`src/rtl/hpd_edid_ctl_if.sv`:
```
// Hot-plug / EDID handshake bundle between the HPD sequencer and its surroundings.
interface hpd_edid_ctl_if;
  logic       sink_hpd;
  logic       edid_ok;
  logic       edid_init;
  logic       src_hpd;
  logic       edid_fail;
  logic [1:0] retry_cnt;
  logic [2:0] state_dbg;

  // Sequencer side
  modport master (
    input  sink_hpd, edid_ok,
    output edid_init, src_hpd, edid_fail, retry_cnt, state_dbg
  );

  // Monitor / EDID copy stage / video source side
  modport slave (
    output sink_hpd, edid_ok,
    input  edid_init, src_hpd, edid_fail, retry_cnt, state_dbg
  );
endinterface

```
`src/rtl/hpd_edid_ctl.sv`:
```
// Hot-plug sequencer: debounces sink HPD, requests an EDID copy, and raises
// source HPD only after a good copy plus a settle delay. Retries on timeout.
module hpd_edid_ctl #(
  parameter int unsigned DEBOUNCE_CYCLES  = 250000,
  parameter int unsigned HPD_DELAY_CYCLES = 2500000,
  parameter int unsigned TIMEOUT_CYCLES   = 25000000,
  parameter int unsigned MAX_RETRY        = 3,
  parameter int unsigned CNT_W            = 25
) (
  input  logic           gclk,
  input  logic           rst,
  hpd_edid_ctl_if.master bus
);

  localparam logic [CNT_W-1:0] DB_LAST  = CNT_W'(DEBOUNCE_CYCLES - 1);
  localparam logic [CNT_W-1:0] HD_LAST  = CNT_W'(HPD_DELAY_CYCLES - 1);
  localparam logic [CNT_W-1:0] TO_LAST  = CNT_W'(TIMEOUT_CYCLES - 1);
  localparam logic [1:0]       RETRY_MX = 2'(MAX_RETRY);

  typedef enum logic [2:0] {
    IDLE   = 3'd0,
    REQ    = 3'd1,
    WAIT   = 3'd2,
    DELAY  = 3'd3,
    ACTIVE = 3'd4,
    FAIL   = 3'd5
  } state_t;

  logic             hpd_m, hpd_s;
  logic             hpd_db;
  logic [CNT_W-1:0] db_cnt;
  logic             edid_ok_q;
  logic             ok_rise;

  state_t           state, state_n;
  logic [CNT_W-1:0] cnt, cnt_n;
  logic [1:0]       retry, retry_n;
  logic             edid_init_q, src_hpd_q, edid_fail_q;

  // Two-flop synchronizer for the asynchronous monitor HPD
  always_ff @(posedge gclk or negedge rst) begin
    if (!rst) begin
      hpd_m <= 1'b0;
      hpd_s <= 1'b0;
    end else begin
      hpd_m <= bus.sink_hpd;
      hpd_s <= hpd_m;
    end
  end

  // Debounce: accept a new level only after it has differed for DEBOUNCE_CYCLES
  always_ff @(posedge gclk or negedge rst) begin
    if (!rst) begin
      db_cnt <= '0;
      hpd_db <= 1'b0;
    end else if (hpd_s == hpd_db) begin
      db_cnt <= '0;
    end else if (db_cnt == DB_LAST) begin
      db_cnt <= '0;
      hpd_db <= hpd_s;
    end else begin
      db_cnt <= db_cnt + CNT_W'(1);
    end
  end

  // Previous edid_ok so that only a fresh rising edge counts as completion
  always_ff @(posedge gclk or negedge rst) begin
    if (!rst) edid_ok_q <= 1'b0;
    else      edid_ok_q <= bus.edid_ok;
  end

  assign ok_rise = bus.edid_ok & ~edid_ok_q;

  // State, shared counter and registered outputs
  always_ff @(posedge gclk or negedge rst) begin
    if (!rst) begin
      state       <= IDLE;
      cnt         <= '0;
      retry       <= '0;
      edid_init_q <= 1'b0;
      src_hpd_q   <= 1'b0;
      edid_fail_q <= 1'b0;
    end else begin
      state       <= state_n;
      cnt         <= cnt_n;
      retry       <= retry_n;
      edid_init_q <= (state_n == REQ);
      src_hpd_q   <= (state_n == ACTIVE);
      edid_fail_q <= (state_n == FAIL);
    end
  end

  // Next-state logic; unplug overrides every other transition
  always_comb begin
    state_n = state;
    cnt_n   = cnt;
    retry_n = retry;

    unique case (state)
      IDLE: begin
        cnt_n   = '0;
        retry_n = '0;
        if (hpd_db) begin
          state_n = REQ;
          retry_n = 2'd1;
        end
      end
      REQ: begin
        cnt_n   = '0;
        state_n = WAIT;
      end
      WAIT: begin
        if (ok_rise) begin
          state_n = DELAY;
          cnt_n   = '0;
        end else if (cnt == TO_LAST) begin
          cnt_n = '0;
          if (retry < RETRY_MX) begin
            state_n = REQ;
            retry_n = retry + 2'd1;
          end else begin
            state_n = FAIL;
          end
        end else begin
          cnt_n = cnt + CNT_W'(1);
        end
      end
      DELAY: begin
        if (cnt == HD_LAST) begin
          state_n = ACTIVE;
          cnt_n   = '0;
        end else begin
          cnt_n = cnt + CNT_W'(1);
        end
      end
      ACTIVE, FAIL: begin
        cnt_n = '0;
      end
      default: begin
        state_n = IDLE;
        cnt_n   = '0;
        retry_n = '0;
      end
    endcase

    if (state != IDLE && !hpd_db) begin
      state_n = IDLE;
      cnt_n   = '0;
      retry_n = '0;
    end
  end

  assign bus.edid_init = edid_init_q;
  assign bus.src_hpd   = src_hpd_q;
  assign bus.edid_fail = edid_fail_q;
  assign bus.retry_cnt = retry;
  assign bus.state_dbg = state;

endmodule

```
`src/flat_wrapper.sv`:
```
// flat-port wrapper written by rule: the top's interface ports become plain ports
module hpd_edid_ctl_flat 
#(
  parameter int unsigned DEBOUNCE_CYCLES  = 250000,
  parameter int unsigned HPD_DELAY_CYCLES = 2500000,
  parameter int unsigned TIMEOUT_CYCLES   = 25000000,
  parameter int unsigned MAX_RETRY        = 3,
  parameter int unsigned CNT_W            = 25
)
  (gclk, rst, bus_sink_hpd, bus_edid_ok, bus_edid_init, bus_src_hpd, bus_edid_fail, bus_retry_cnt, bus_state_dbg);
  hpd_edid_ctl_if bus_i ();
  input  logic gclk;
  input  logic rst;
  input wire logic [$bits(bus_i.sink_hpd)-1:0] bus_sink_hpd;
  input wire logic [$bits(bus_i.edid_ok)-1:0] bus_edid_ok;
  output wire logic [$bits(bus_i.edid_init)-1:0] bus_edid_init;
  output wire logic [$bits(bus_i.src_hpd)-1:0] bus_src_hpd;
  output wire logic [$bits(bus_i.edid_fail)-1:0] bus_edid_fail;
  output wire logic [$bits(bus_i.retry_cnt)-1:0] bus_retry_cnt;
  output wire logic [$bits(bus_i.state_dbg)-1:0] bus_state_dbg;
  assign bus_i.sink_hpd = bus_sink_hpd;
  assign bus_i.edid_ok = bus_edid_ok;
  assign bus_edid_init = bus_i.edid_init;
  assign bus_src_hpd = bus_i.src_hpd;
  assign bus_edid_fail = bus_i.edid_fail;
  assign bus_retry_cnt = bus_i.retry_cnt;
  assign bus_state_dbg = bus_i.state_dbg;
  hpd_edid_ctl #(.DEBOUNCE_CYCLES(DEBOUNCE_CYCLES), .HPD_DELAY_CYCLES(HPD_DELAY_CYCLES), .TIMEOUT_CYCLES(TIMEOUT_CYCLES), .MAX_RETRY(MAX_RETRY), .CNT_W(CNT_W)) u_core (.gclk(gclk), .rst(rst), .bus(bus_i));
endmodule
```
`config.mk`:
```
export PLATFORM = sky130hd
export DESIGN_NAME = hpd_edid_ctl_flat
export DESIGN_NICKNAME = d
export VERILOG_FILES = /design/src/rtl/hpd_edid_ctl_if.sv /design/src/rtl/hpd_edid_ctl.sv /design/src/flat_wrapper.sv
export SDC_FILE = /design/constraint.sdc
export NUM_CORES = 1
export LEC_CHECK = 0
export CORE_MARGIN = 4
export CORE_UTILIZATION = 35
export CTS_CLUSTER_DIAMETER = 50
export DETAILED_ROUTE_END_ITERATION = 8
export REMOVE_ABC_BUFFERS = 1
export SYNTH_ARGS = -nofsm -noshare
export SYNTH_HDL_FRONTEND = slang
export SYNTH_SLANG_ARGS = --single-unit
```
`constraint.sdc`:
```
create_clock -name gclk -period 4.4 [get_ports gclk]
set_input_delay 0.88 -clock gclk [delete_from_list [all_inputs] [get_ports gclk]]
set_output_delay 0.88 -clock gclk [all_outputs]
set_load 0.02 [all_outputs]
```
### Yosys cells after proc, flatten, opt, wreduce, memory -nomap -nowiden

Cells that the tools add are included.

* reduce and logical (&&, ||, !) cells: 8
* bitwise gates (word level): 3
* add/subtract/negate cells: 3
* $lt $le $gt $ge: 1
* equal/unequal tests: 16
* mux-type cells: 20

Operators by type and width (number)
* 25-bit two-way mux: 6
* 25-bit by 1-bit adder with 25-bit output, second input constant: 2
* 25-bit one-hot mux with 2 select lines: 1
* 25-bit by 18-bit equality test with 1-bit output, second input constant: 1
* 25-bit by 22-bit equality test with 1-bit output, second input constant: 1
* 25-bit equality test, second input constant: 1
* 3-bit two-way mux: 6
* 3-bit one-hot mux with 5 select lines: 1
* 3-bit equality test, second input constant: 4
* 2-bit two-way mux: 4
* 3-bit by 1-bit equality test with 1-bit output, second input constant: 2
* 3-bit by 2-bit equality test with 1-bit output, second input constant: 2
* 3-bit by 1-bit != test with 1-bit output, second input constant: 2
* 2-bit one-hot mux with 3 select lines: 1
* 4-bit AND reduction: 1
* 4-bit OR reduction: 1
* 3-bit zero test: 1
* 3-bit != test, second input constant: 1
* 3-bit nonzero test: 1
* 2-bit by 1-bit adder with 2-bit output, second input constant: 1
* 2-bit < comparator, second input constant: 1
* 2-bit by 1-bit != test with 1-bit output, second input constant: 1
* 1-bit NOT: 2
* 2-bit AND reduction: 1
* other kinds (6): 6

* flip-flop bits (word level): 62
* word-level logic and storage cells: 62
* bits of input ports: 4
* output and inout port bits: 8

### Logic depth before layout (Yosys ltp)

Gate-level depths: netlist (run 1).

* depth after elaboration: 7
* gate-level depth with buffers: 8
* gate-level depth less buffers: 6

### Least setup slack after synthesis (run 1)

No wires, ideal clock.

* kind: input to register
* start point: input port bus_edid_ok
* end point: register u_core.src_hpd_q, in the netlist u_core.bus.src_hpd
* path buffers: 0
* data required time: 4.327 ns
* stages: 5
* arrival time: 1.907 ns
* library setup time: 0.073 ns
* slack: 2.420 ns
* cells stage by stage: nand2b_1 nand4_1 or4_1 a32o_1 nor2b_1

* cells in the longest elaborated chain, start to end: 5

Ends and longest elaborated chain
* start: declaration: RTL line flat_wrapper.sv:15 `input wire logic [$bits(bus_i.edid_ok)-1:0] bus_edid_ok;`
* 1-bit AND: RTL line hpd_edid_ctl.sv:72 `assign ok_rise = bus.edid_ok & ~edid_ok_q;`
* 3-bit two-way mux: RTL line hpd_edid_ctl.sv:113 `if (ok_rise) begin`
* 3-bit one-hot mux with 5 select lines: RTL line hpd_edid_ctl.sv:99 `unique case (state)`
* 3-bit two-way mux: RTL line hpd_edid_ctl.sv:146 `if (state != IDLE && !hpd_db) begin`
* 3-bit equality test: RTL line hpd_edid_ctl.sv:88 `src_hpd_q <= (state_n == ACTIVE);`
* end signal: assignment: RTL line hpd_edid_ctl.sv:88
* end: declaration: RTL line hpd_edid_ctl.sv:38 `logic edid_init_q, src_hpd_q, edid_fail_q;`

Every way passes these cells.
A chain may end at the register's enable or synchronous reset.

### Worst setup path in the final report (run 1)

* start point: register u_core.state[2], in the netlist u_core.bus.state_dbg[2]
* end point: output port bus_state_dbg[2]

RTL lines
* start: declaration: RTL line hpd_edid_ctl.sv:35 `state_t state, state_n;`
* start signal: assignment: RTL line hpd_edid_ctl.sv:84 `state <= state_n;`
* end: declaration: RTL line flat_wrapper.sv:20 `output wire logic [$bits(bus_i.state_dbg)-1:0] bus_state_dbg;`

No word-level cell between the ends.

==> results_dict.tcl, run 1 <==
set metrics [dict create \
    status "finished clean" \
    layoutNonFillerInstCount 454 \
    final.setup.worst_slack_ns 1.98 \
    crit-reg2reg-capture "u_core.cnt[19]" \
    die_h_um 103 \
    dp_slack_ns 1.67 \
    r2r.worst_path.cells 5 \
    cts_buffer_depth 2 \
    required_ns 3.52 \
    fp.dieW_um 103 \
    reg2reg_from "u_core.cnt[6]" \
    slowest_stage "clkdlybuf4s50_1" \
    yosysWarnings 0 \
    track_usage 0.129 \
    ios 12 \
    place.gp.congestion 0.793 \
    start_util 0.363 \
    synth_ff_type "dfrtp_1" \
    numClockSinks 62 \
    ys_types 41 \
    critPathMaxStageDelay_ns 0.68 \
    hpwl_mm 4.31 \
    tightest_slew_ns 0.794 \
    final_cell_mix "62 x dfrtp_1, 58 x nor2_1, 28 x xnor2_1, 26 x nand3_1, 23 x nand2_1" \
    rows 34 \
    cts_tree "built" \
    finalHoldViolations 0 \
    path_buf_inv 1 \
    area_delta_synth_final_pct 12.4 \
    irDropWorstVdd_uv 167 \
    synth_area_um2 3180 \
    clkSlewWorstSetupHoldPaths_ns 0.07 \
    drt-total-wl_mm 6.25 \
    reg2reg_slack_ns 2.12 \
    clk_latency_ns 0.33 \
    synth_edf_count 0 \
    rsz0062_at_grt "false" \
    fp.coreArea_um2 8760 \
    synth-seq-cells 62 \
    setup_viol 0 \
    p_total_mw 1.07 \
    cp-end-kind "output port" \
    cp-start-kind "flip-flop" \
    drc 0 \
    dieArea_um2 10700 \
    cp-startpoint "u_core.bus.state_dbg[2]" \
    whs_endpoint "u_core.hpd_s" \
    grt_pass1_vias 2261 \
    cp_top_family "buffers and inverters" \
    hp-class "reg2reg" \
    ant_nets 0 \
    fin_crit_sh 0.549 \
    finClkSkew_ns 0.00876 \
    crit_type "reg2out" \
    cp_max_fo 10 \
    final_common_cell "dfrtp_1" \
    io_buffers 11 \
    setup_tns_ns 0 \
    synth-async-reset-ratio 1.00 \
    finalNetCount 348 \
    max_freq_mhz 414 \
    via_per_inst 5.17 \
    crit_chain "clkdlybuf4s50_1" \
    hold_buffers 0 \
    dp.cells 438 \
    p_leak_nw 1.39 \
    relSlewSlack 0.471 \
    cts_root_buf "clkbuf_8" \
    firstDrtPassIters 4 \
    h-tree-depth 3 \
    drt_iter0_drc 116 \
    globalRouteOverflowTotal 0 \
    synthCells 328 \
    yosysSeqAreaShare 0.488 \
    grt_pass1_wl_mm 11.0 \
    cts_buffers 9 \
    cap_viol_max_count 0 \
    hp-start "u_core.hpd_m" \
    synth.avg_cell_area_um2 9.69 \
    wire_per_inst_um 13.8 \
    diodes 0 \
    hold_depth 0 \
    drv_slew 0 \
    power_density_nw_per_um2 300 \
    period_needed_ns 2.42 \
    grt_max_degree 37 \
    vias 2348 \
    cts_setup_buffers 0 \
    layout-drive-gt1-share 0.0751 \
    arrival_ns 1.54 \
    postCtsResizedCells 0 \
    antenna_found_initial 0 \
]
## where the power goes
group | internal (mW) | total (mW) | switching, mW
registers | 0.573 | 0.576 | 0.00233
clock network | 0.257 | 0.473 | 0.216
logic | 0.00591 | 0.0233 | 0.0174
total | 0.836 | 1.07 | 0.236
## kinds of logic (layout without fill, tap and decap cells)
family,Yosys count,after routing,synth area share
AOI/OAI and AO/OA,15,15,0.0327
xor gates and xnor gates,47,47,0.130
adders and majority gates,3,3,0.0118
buffers and inverters,18,36,0.0232
DFF,62,62,0.488
muxes,3,3,0.0102
and+or+nand+nor,180,180,0.304
## worst max path at each step
stage | end | cells past startpoint
after floorplan | u_core.bus.src_hpd | 5
after global placement | u_core.cnt[20] | 6
after detailed placement | u_core.cnt[4] | 6
after CTS | bus_state_dbg[2] | 1
after global routing | u_core.cnt[7] | 6
final | bus_state_dbg[2] | 1
## metrics by stage
step           utilization  instance area [um^2]  hold WS (ns)
3_5_place_dp         0.386                  3380         0.340
3_3_place_gp         0.386                  3380         0.337
2_1_floorplan            -                  3130         0.331
5_1_grt              0.407                  3570         0.370
4_1_cts              0.407                  3570         0.356
6_report             0.407                  3570         0.355
## cell type report
class | instances | area, um^2
Sequential cell | 62 | 1550
Clock buffer | 9 | 124
Timing Repair Buffer | 12 | 113
Fill cell | 862 | 5190
Clock inverter | 7 | 65.1
Tap cell | 108 | 135
Multi-Input combinational cell | 248 | 1550
Inverter | 8 | 30.0
## sequential cells by signal, indices dropped and copies added, names as in the netlist, 2 cells and up
register              cells
u_core.db_cnt            25
u_core.cnt               25
u_core.bus.retry_cnt      2
u_core.bus.state_dbg      3
## cells in the mapped netlist, types with 4 or more instances
cell type  instances  area, um^2
xnor2_1           28         245
buf_2              5        25.0
xor2_1            19         166
nand2_1           23        86.3
nor4_1            10        62.6
and4_1             7        61.3
nand3_1           26         130
nor4b_1            5        43.8
and3_1            12        75.1
nor3_1             7        35.0
clkbuf_1           5        18.8
dfrtp_1           62        1550
and2_1             4        25.0
inv_1              8        30.0
nand4_1            9        56.3
nor2_1            58         218
## per-layer routing
| layer | share of wire | wire length [um] | track usage | up-vias |
|---|---|---|---|---|
| li1 | - | - | - | 1170 |
| met1 | 0.50 | 3110 | 0.179 | 1138 |
| met2 | 0.47 | 2920 | 0.206 | 35 |
| met3 | 0.031 | 193 | 0.0342 | 5 |
| met4 | 0.0043 | 27 | 0.0239 | 0 |
| met5 | 0 | 0 | 0 | - |
No activity file was read; power rests on OpenSTA's default activity.
==> inputs of run 2 (changes only) <==
clock period = 2.4 ns   (was 4.4 ns; I/O delays follow)
==> run 2 against run 1 <==
Effect of this change:
- via count is 2.1% lower
- sequential share of layout area is 0.33 points lower
- largest power group unchanged
- worst setup slack worse by 1.6 ns
- clock-buffer cell count is 4 higher
- clock power is 84% higher
- utilization is 0.31 points higher
- worst hold slack worse by 0.28 ns
- routed wire length is 0.21% lower
- first-iteration DRC count is 21% higher
- sequential power is 84% higher
- final cell count is 0.44% higher
==> results_dict.tcl, run 2 (synthesis gave the netlist of run 1 again) <==
set metrics [dict create \
    relSlewSlack 0.691 \
    clk_latency_ns 0.34 \
    numClockSinks 62 \
    hold_ws_ns 0.0790 \
    drt_iter0_drc 140 \
    final.setup.worst_slack_ns 0.346 \
    final_common_cell "dfrtp_1" \
    rows 34 \
    dp.cells 441 \
    h-tree-depth 3 \
    die_h_um 103 \
    grt_pass1_vias 2268 \
    final_cell_mix "62 x dfrtp_1, 58 x nor2_1, 28 x xnor2_1, 26 x nand3_1, 23 x nand2_1" \
    start_util 0.363 \
    globalRouteOverflowTotal 0 \
    post-route-util 0.411 \
    cts_root_buf "clkbuf_8" \
    dp_slack_ns 0.269 \
    p_leak_nw 1.40 \
    met1_length_mm 3.18 \
    fillers 858 \
    layoutNonFillerInstCount 456 \
    area_delta_synth_final_pct 13.2 \
    tightest_slew_ns 0.464 \
    fp.coreArea_um2 8760 \
    hold_buffers 0 \
    cap_viol_max_count 0 \
    p_total_mw 1.97 \
    postCtsResizedCells 0 \
    fin_crit_sh 0.856 \
    grt_pass1_wl_mm 11.2 \
    setup_viol 0 \
    grt_max_degree 26 \
    place.gp.congestion 0.797 \
    track_usage 0.132 \
    cts_buffers 9 \
    firstDrtPassIters 4 \
    io_buffers 11 \
    placed_area_um2 3400 \
    layout-drive-gt1-share 0.0805 \
    fin_area_um2 3600 \
    ios 12 \
    cts_tree "built" \
    arrival_ns 2.30 \
    cp-start-kind "flip-flop" \
    status "finished clean" \
    hpwl_mm 4.36 \
    finClkSkew_ns 0.0109 \
    register_area_um2 1550 \
    power_density_nw_per_um2 548 \
    period_needed_ns 2.05 \
    setup_tns_ns 0 \
    hp-class "in2async" \
    dieArea_um2 10700 \
    ant_nets 0 \
    finalNetCount 351 \
    irDropWorstVdd_uv 372 \
    drt-total-wl_mm 6.24 \
    vias 2299 \
    wl_met3_um 200 \
    finalHoldViolations 0 \
    diodes 0 \
    drc 0 \
    met2_length_mm 2.80 \
    multi_input_area_um2 1550 \
    clkSlewWorstSetupHoldPaths_ns 0.07 \
    routed.top_layer "met4" \
    via_per_inst 5.04 \
    cts_buffer_depth 2 \
    max_freq_mhz 487 \
    antenna_found_initial 0 \
    rsz0062_at_grt "false" \
    crit_type "reg2reg" \
    required_ns 2.65 \
    cp_max_fo 6 \
    wire_per_inst_um 13.7 \
    cp-end-kind "flip-flop" \
    drv_slew 0 \
    cts_setup_buffers 0 \
    fp.dieW_um 103 \
]
[run 2: cell types whose count changed in the layout (fill, tap and decap cells not counted)]
| cell | before | now |
|---|---|---|
| bufinv_16 | 1 | 0 |
| buf_4 | 1 | 4 |
| clkbuf_8 | 9 | 13 |
| clkinv_2 | 4 | 0 |
[run 2: worst paths after layout]
kind	slack, ns	cells after the start	endpoint	start
setup reg to reg	0.35	5	u_core.bus.retry_cnt[1]	u_core.cnt[6]
max in group asynchronous	1.67	2	u_core.cnt[5]	rst
setup / recovery	0.35	5	u_core.bus.retry_cnt[1]	u_core.cnt[6]
hold reg to reg	0.35	0	u_core.hpd_s	u_core.hpd_m
min in group gclk	0.35	0	u_core.hpd_s	u_core.hpd_m
hold / removal	0.08	1	u_core.db_cnt[21]	rst
[run 2: area by class of cell]
type / instances / share of cell area
multi-input combinational: 248 / 0.432
sequential: 62 / 0.431
clock buffer: 13 / 0.0497
timing repair buffer: 15 / 0.0376
tap: 108 / 0.0376
inverter: 8 / 0.00834
clock inverter: 2 / 0.00417
[run 2: layer usage]
layer / up-vias / track usage
li1: 1172 / -
met5: - / 0
met1: 1095 / 0.184
met3: 6 / 0.0443
met2: 26 / 0.198
met4: 0 / 0.0359
[run 2: critical path: stages (launching register included)]
cell and delay [ns]:
dfrtp_1 0.46, nor4_4 0.33, nand3_2 0.16, nor4_2 0.44
mux2_2 0.38, o31ai_1 0.19
[run 2: where the power goes]
part	total, mW	internal [mW]	leakage (nW)	switching [mW]
logic	0.0444	0.0121	0.450	0.0323
clock network	0.870	0.482	0.0938	0.389
registers	1.06	1.05	0.857	0.00465
total	1.97	1.55	1.40	0.425
